## src/rtl/gs_render_pkg.sv

```systemverilog
// gs_render_pkg
//   Shared definitions for the Gaussian-splat render pipeline.
//   Holds the default fixed-point format and the alpha/transmittance thresholds.
//   Also holds the state encoding used by the front-to-back alpha compositor.
//   There are no ports; modules pull this in with import gs_render_pkg::*.
package gs_render_pkg;

  // Fractional bits of exp(power), opacity and alpha.
  localparam int FRAC_BITS_DEF = 8;

  // Alpha is clamped to 0.99 so that T never collapses to exactly zero in one step.
  localparam int ALPHA_MAX_DEF = 253;

  // Contributions below roughly 1/255 are invisible and are skipped entirely.
  localparam int ALPHA_MIN_DEF = 1;

  // Transmittance below roughly 1e-4 (Q0.16) ends the pixel.
  localparam int T_MIN_DEF     = 7;

  typedef enum logic [1:0] {
    IDLE,
    ACCUM,
    DRAIN,
    OUTPUT
  } blend_state_t;

endpackage

```

## src/rtl/alpha_calc.sv

```systemverilog
// alpha_calc
//   Combinational alpha computation for one Gaussian contribution.
//   alpha = min((opacity * exp) >> FRAC_BITS, ALPHA_MAX), using the full double-width product.
//   skip is raised when alpha falls below ALPHA_MIN.
// Ports
//   exp_in      in   DATA_WIDTH  exp(power) from the exp stage, Q.FRAC_BITS
//   opacity_in  in   DATA_WIDTH  Gaussian opacity, Q.FRAC_BITS
//   alpha       out  DATA_WIDTH  clamped alpha, Q.FRAC_BITS
//   skip        out  1           contribution too faint to matter
module alpha_calc
  import gs_render_pkg::*;
#(
  parameter int DATA_WIDTH = 16,
  parameter int FRAC_BITS  = FRAC_BITS_DEF,
  parameter int ALPHA_MAX  = ALPHA_MAX_DEF,
  parameter int ALPHA_MIN  = ALPHA_MIN_DEF
) (
  input  logic [DATA_WIDTH-1:0] exp_in,
  input  logic [DATA_WIDTH-1:0] opacity_in,
  output logic [DATA_WIDTH-1:0] alpha,
  output logic                  skip
);

  logic [2*DATA_WIDTH-1:0] product;
  logic [2*DATA_WIDTH-1:0] shifted;

  // Full-width product: exp_in above 1.0 is legal, so the raw product can greatly
  // exceed the alpha range and must not wrap before the clamp sees it.
  always_comb begin
    product = {{DATA_WIDTH{1'b0}}, opacity_in} * {{DATA_WIDTH{1'b0}}, exp_in};
    shifted = product >> FRAC_BITS;
    if (shifted > (2*DATA_WIDTH)'(ALPHA_MAX)) begin
      alpha = DATA_WIDTH'(ALPHA_MAX);
    end else begin
      alpha = shifted[DATA_WIDTH-1:0];
    end
    skip = (alpha < DATA_WIDTH'(ALPHA_MIN));
  end

endmodule

```

## src/rtl/alpha_blend_accum.sv

```systemverilog
// alpha_blend_accum
//   Per-pixel front-to-back alpha compositor, fed by the fixed-point exp stage.
//   For each accepted Gaussian it derives alpha, weights the colour by the current
//   transmittance T, and retires T. When T would drop below T_MIN the pixel
//   terminates early and the rest of its list is drained unaccumulated.
//   One final colour/T/count result is emitted per pixel list.
// Ports
//   clk          in   1              clock
//   rst_n        in   1              synchronous active-low reset
//   pixel_start  in   1              open a new pixel (only honoured in IDLE)
//   in_valid     in   1              contribution valid
//   in_ready     out  1              contribution accepted when in_valid & in_ready
//   exp_in       in   DATA_WIDTH     exp(power)
//   opacity_in   in   DATA_WIDTH     opacity, Q.FRAC_BITS
//   color_in     in   3*COLOR_WIDTH  {R,G,B}, R in MSBs
//   last_in      in   1              last Gaussian of this pixel's list
//   out_valid    out  1              final pixel result valid
//   out_ready    in   1              downstream accepts result
//   out_color    out  3*COLOR_WIDTH  composited {R,G,B}
//   out_trans    out  T_FRAC+1       final transmittance
//   out_count    out  CNT_WIDTH      number of contributing Gaussians
module alpha_blend_accum
  import gs_render_pkg::*;
#(
  parameter int DATA_WIDTH  = 16,
  parameter int FRAC_BITS   = FRAC_BITS_DEF,
  parameter int COLOR_WIDTH = 8,
  parameter int T_FRAC      = 16,
  parameter int ALPHA_MAX   = ALPHA_MAX_DEF,
  parameter int ALPHA_MIN   = ALPHA_MIN_DEF,
  parameter int T_MIN       = T_MIN_DEF,
  parameter int CNT_WIDTH   = 16
) (
  input  logic                     clk,
  input  logic                     rst_n,
  input  logic                     pixel_start,
  input  logic                     in_valid,
  output logic                     in_ready,
  input  logic [DATA_WIDTH-1:0]    exp_in,
  input  logic [DATA_WIDTH-1:0]    opacity_in,
  input  logic [3*COLOR_WIDTH-1:0] color_in,
  input  logic                     last_in,
  output logic                     out_valid,
  input  logic                     out_ready,
  output logic [3*COLOR_WIDTH-1:0] out_color,
  output logic [T_FRAC:0]          out_trans,
  output logic [CNT_WIDTH-1:0]     out_count
);

  localparam int TW = T_FRAC + 1;
  localparam int AW = COLOR_WIDTH + T_FRAC + 1;

  blend_state_t state, state_nxt;

  logic [TW-1:0]          t_reg, t_nxt;
  logic [2:0][AW-1:0]     acc, acc_nxt;
  logic [CNT_WIDTH-1:0]   cnt, cnt_nxt;
  logic [3*COLOR_WIDTH-1:0] color_sat;

  logic [DATA_WIDTH-1:0]  alpha;
  logic                   skip;
  logic                   accept;
  logic                   terminate;
  logic                   load_out;
  logic [TW-1:0]          w;
  logic [TW-1:0]          t_sub;

  alpha_calc #(
    .DATA_WIDTH (DATA_WIDTH),
    .FRAC_BITS  (FRAC_BITS),
    .ALPHA_MAX  (ALPHA_MAX),
    .ALPHA_MIN  (ALPHA_MIN)
  ) u_alpha_calc (
    .exp_in     (exp_in),
    .opacity_in (opacity_in),
    .alpha      (alpha),
    .skip       (skip)
  );

  assign in_ready  = (state == ACCUM) || (state == DRAIN);
  assign out_valid = (state == OUTPUT);
  assign accept    = in_valid && in_ready;

  // Weight and candidate transmittance. alpha is clamped below 1.0, so w < T and
  // the subtraction never underflows; the truncating cast only drops zero bits.
  always_comb begin
    w         = TW'(({{DATA_WIDTH{1'b0}}, t_reg} * {{TW{1'b0}}, alpha}) >> FRAC_BITS);
    t_sub     = t_reg - w;
    terminate = (t_sub < TW'(T_MIN));
  end

  // Next-state and next-accumulator logic. Everything defaults to "hold"; a pixel
  // that terminates keeps the T/acc/cnt from before the offending contribution.
  // The result registers are loaded from the *next* values on entry to OUTPUT so
  // that a non-terminating last contribution is already folded in.
  always_comb begin
    state_nxt = state;
    t_nxt     = t_reg;
    acc_nxt   = acc;
    cnt_nxt   = cnt;
    unique case (state)
      IDLE: begin
        if (pixel_start) begin
          state_nxt = ACCUM;
          t_nxt     = TW'(1) << T_FRAC;
          acc_nxt   = '0;
          cnt_nxt   = '0;
        end
      end
      ACCUM: begin
        if (accept) begin
          if (!skip && terminate) begin
            state_nxt = last_in ? OUTPUT : DRAIN;
          end else begin
            if (!skip) begin
              for (int c = 0; c < 3; c++) begin
                acc_nxt[c] = acc[c] + (AW'(color_in[c*COLOR_WIDTH +: COLOR_WIDTH]) * AW'(w));
              end
              t_nxt = t_sub;
              if (cnt != {CNT_WIDTH{1'b1}}) begin
                cnt_nxt = cnt + 1'b1;
              end
            end
            if (last_in) begin
              state_nxt = OUTPUT;
            end
          end
        end
      end
      DRAIN: begin
        if (accept && last_in) begin
          state_nxt = OUTPUT;
        end
      end
      OUTPUT: begin
        if (out_ready) begin
          state_nxt = IDLE;
        end
      end
      default: state_nxt = IDLE;
    endcase
    load_out = (state_nxt == OUTPUT) && (state != OUTPUT);
  end

  // Normalise each accumulated channel back to colour range, saturating at full scale.
  always_comb begin
    color_sat = '0;
    for (int c = 0; c < 3; c++) begin
      if ((acc_nxt[c] >> T_FRAC) > AW'({COLOR_WIDTH{1'b1}})) begin
        color_sat[c*COLOR_WIDTH +: COLOR_WIDTH] = {COLOR_WIDTH{1'b1}};
      end else begin
        color_sat[c*COLOR_WIDTH +: COLOR_WIDTH] = acc_nxt[c][T_FRAC +: COLOR_WIDTH];
      end
    end
  end

  // State, working registers and result registers. Reset aborts any pixel in
  // flight and clears the result so nothing stale is ever presented.
  always_ff @(posedge clk) begin
    if (!rst_n) begin
      state     <= IDLE;
      t_reg     <= '0;
      acc       <= '0;
      cnt       <= '0;
      out_color <= '0;
      out_trans <= '0;
      out_count <= '0;
    end else begin
      state <= state_nxt;
      t_reg <= t_nxt;
      acc   <= acc_nxt;
      cnt   <= cnt_nxt;
      if (load_out) begin
        out_color <= color_sat;
        out_trans <= t_nxt;
        out_count <= cnt_nxt;
      end
    end
  end

endmodule
```

## config.mk

```make
export PLATFORM = sky130hd
export DESIGN_NAME = alpha_blend_accum
export DESIGN_NICKNAME = d
export VERILOG_FILES = /design/src/rtl/gs_render_pkg.sv /design/src/rtl/alpha_calc.sv /design/src/rtl/alpha_blend_accum.sv
export SDC_FILE = /design/constraint.sdc
export NUM_CORES = 2
export LEC_CHECK = 0
export ABC_AREA = 1
export ABC_CLOCK_PERIOD_IN_PS = 20600
export BUFFER_PORTS_ARGS = -buffer_cell sky130_fd_sc_hd__buf_2
export CAP_MARGIN = 20
export CORE_UTILIZATION = 30
export CTS_CLUSTER_DIAMETER = 50
export CTS_CLUSTER_SIZE = 14
export DETAILED_ROUTE_END_ITERATION = 8
export GPL_TIMING_DRIVEN = 0
export PLACE_DENSITY_LB_ADDON = 0.12
export SLEW_MARGIN = 0
export SYNTH_ARGS = -nofsm -noshare
export SYNTH_HDL_FRONTEND = slang
export SYNTH_SLANG_ARGS = --single-unit
```

## constraint.sdc

```tcl
create_clock -name clk -period 20.6 [get_ports clk]
set_input_delay 1.03 -clock clk [delete_from_list [all_inputs] [get_ports clk]]
set_output_delay 1.03 -clock clk [all_outputs]
set_load 0.01 [all_outputs]
```

==> flow_metrics.tcl <==
set metrics [dict create \
    critPathRequiredTime_ns 21.02 \
    whs_endpoint "acc[25]" \
    num-fill-cells 14027 \
    setup_tns_ns 0 \
    critPathBufInv 18 \
    die-area_um2 130500 \
    worst_path_max_delay_cell "clkbuf_1" \
    grtUsageTotal_pct 19.36 \
    ant_nets 0 \
    dp_hpwl_mm 103.6 \
    rrSetupSlack_ns 8.08 \
    cp_slowest_stage_delay_ns 0.62 \
    grt-ovfl-total 0 \
    start_kind "input pin" \
    first_iter_violations 1687 \
    largest_reg_flops 75 \
    r2r-end "out_color[22]" \
    slew_headroom_pct 25.42 \
    synth_cells 5250 \
    synth.top_cell.area_share_pct 36.93 \
    synth_warnings 0 \
    hp-class "register to register" \
    critPathKind "input pin to register" \
    ys_top_cells_by_count "inv_1, nand2_1, fa_1" \
    cts.repair.resized 0 \
    drv_slew 0 \
    cpMostUsedCell "fa_1" \
    ys_top_cells_by_area "fa_1, inv_1, ha_1, nand2_1, dfxtp_1" \
    finalHoldViolCount 0 \
    cpLargestDelayFamily "adder cells" \
    synth.yosys.seq_area_share_pct 8.637 \
    reg_top3 "acc (75), out_color (24)" \
    crit_start "exp_in[5]" \
    drv_cap 0 \
    crit_path_max_fanout 10 \
    wl_per_cell_um 16.92 \
    io_pins 121 \
    ys_types 54 \
    finalNetCount 6552 \
    hold_path_depth 2 \
    start_util_pct 30.28 \
    finalClockSkew_ns 0.02130 \
    reg2reg_depth 49 \
    ys_ff_latch 167 \
    grt_max_degree 17 \
    top_register "acc" \
    hp-start "acc[25]" \
    fin_crit_sh_pct 93.88 \
    clockRootBuffer "clkbuf_16" \
    area_growth_pct 9.083 \
    max_freq_ghz 0.05171 \
    cts_max_level 4 \
    yosysTopAreaCell "fa_1" \
    cts.sinks 167 \
    via_count 31934 \
    gp_congestion 0.8438 \
    port_buffers 86 \
    rr_startpoint "t_reg[9]" \
    die_x_um 361.2 \
    synth-edff-count 0 \
    grt_pass1_vias 33416 \
    clock_latency_ns 0.52 \
    drcViolationCount 0 \
    cp_data_arrival_time_ns 19.76 \
    min_period_ns 19.34 \
    avgSynthCellArea_um2 7.373 \
    cts_tree "yes" \
    cts_inserted_buffers 17 \
    die_h_um 361.2 \
    clk_path_buf_depth 2 \
    endpoint_kind "register" \
    rows 131 \
    drt-pass1-iter-count 6 \
    async_reset_ff_share_pct 0 \
    postRouteWirelength_mm 120.7 \
    status "finished, final reports clean" \
    tightest_slew_ns 1.119 \
    post_cts_buffers 0 \
    yosys_most_used_dff "dfxtp_1" \
    grt_pass1_wl_mm 193.6 \
    yosys.cell_count.top_type "inv_1" \
    core_um2 127800 \
    synth_area_um2 38710 \
    drive_gt1_share_pct 4.353 \
    postCtsHoldBufs 0 \
    routed_via_density 4.476 \
    path_clk_slew_ns 0.08 \
    antenna_found_initial 12 \
    setup_viol 0 \
]
==> cells in the final DEF, fill, tap and decap left out, types with 4 or more instances in the layout <==
cell type	instances
inv_6	5
a211oi_1	30
nor3_1	36
diode_2	6
a21oi_1	182
fa_1	714
xnor2_1	36
clkbuf_16	17
clkbuf_2	10
buf_6	5
o21ai_1	4
nand3_2	8
and2_1	5
nor2_1	589
a21boi_0	4
buf_4	5
buf_2	117
buf_1	16
nand2_1	1051
o31ai_1	4
or2_2	23
nand3b_1	4
a31oi_1	4
nand2_2	17
dfxtp_1	167
o21ai_0	105
clkbuf_1	143
inv_1	1400
nand3_1	181
o21bai_1	18
ha_1	321
inv_2	8
nand4_1	30
a21o_1	6
xor2_1	52
clkinv_1	4
conb_1	100
==> per-layer routing <==
metal  track usage [%]  part of all wire, %
met1             26.00                   46
met2             33.39                   48
met3             2.060                  3.8
met4             4.139                  1.7
met5                 0                0.037
==> final cells by class <==
type / instances / area [um2] / share of cell area (%)
Sequential cell: 167 / 3343 / 7.918
Clock inverter: 13 / 141.4 / 0.3348
Tap cell: 1662 / 2079 / 4.925
Antenna cell: 6 / 15.01 / 0.03556
Clock buffer: 18 / 429.2 / 1.016
Inverter: 1412 / 5300 / 12.55
Timing Repair Buffer: 88 / 465.4 / 1.102
Buffer: 208 / 884.6 / 2.095
Multi-Input combinational cell: 3561 / 29570 / 70.02
==> worst reg2reg max path, delay by kind of cell (launching register included) <==
kind	cells	cell delay, ns
flops	1	0.35
buf+inv	10	1.68
compound gates	11	2.33
fa+ha+maj	12	5.66
simple gates	15	2.23
xor+xnor	1	0.16
==> stage by stage <==
stage,utilization [%],instance area [um2],setup WS (ns),hold slack [ns],cells
detailed placement,32.56,41620,0.2089,0.4627,7098
floorplan,-,39080,4.164,0.4479,5348
CTS,33.00,42190,0.7653,0.4753,7129
finish,33.03,42220,1.260,0.4778,7135
global placement,32.53,41590,0.03455,0.4598,7096
global route,33.02,42220,-0.008828,0.5102,7132
==> how the worst max path moves through the flow <==
stage                    end  depth (start not counted)
2_1_floorplan  out_color[16]                         85
3_3_place_gp   out_color[22]                         78
6_report       out_color[22]                         78
4_1_cts        out_color[22]                         78
5_1_grt        out_color[22]                         84
3_5_place_dp   out_color[22]                         78
==> kinds of logic (layout without fill, tap and decap cells) <==
group / after synthesis / after routing / synth area share [%]
buffers and inverters: 1620 / 1739 / 15.95
and+or+nand+nor: 1963 / 1963 / 20.67
adders and majority gates: 1035 / 1035 / 47.30
AOI/OAI and AO/OA: 374 / 374 / 5.401
xor gates and xnor gates: 89 / 89 / 2.014
DFF: 167 / 167 / 8.637
other: 2 / 106 / 0.01940
Power is not shown: default switching activity piles up to over one toggle a cycle in this logic, so the estimate is an artifact.
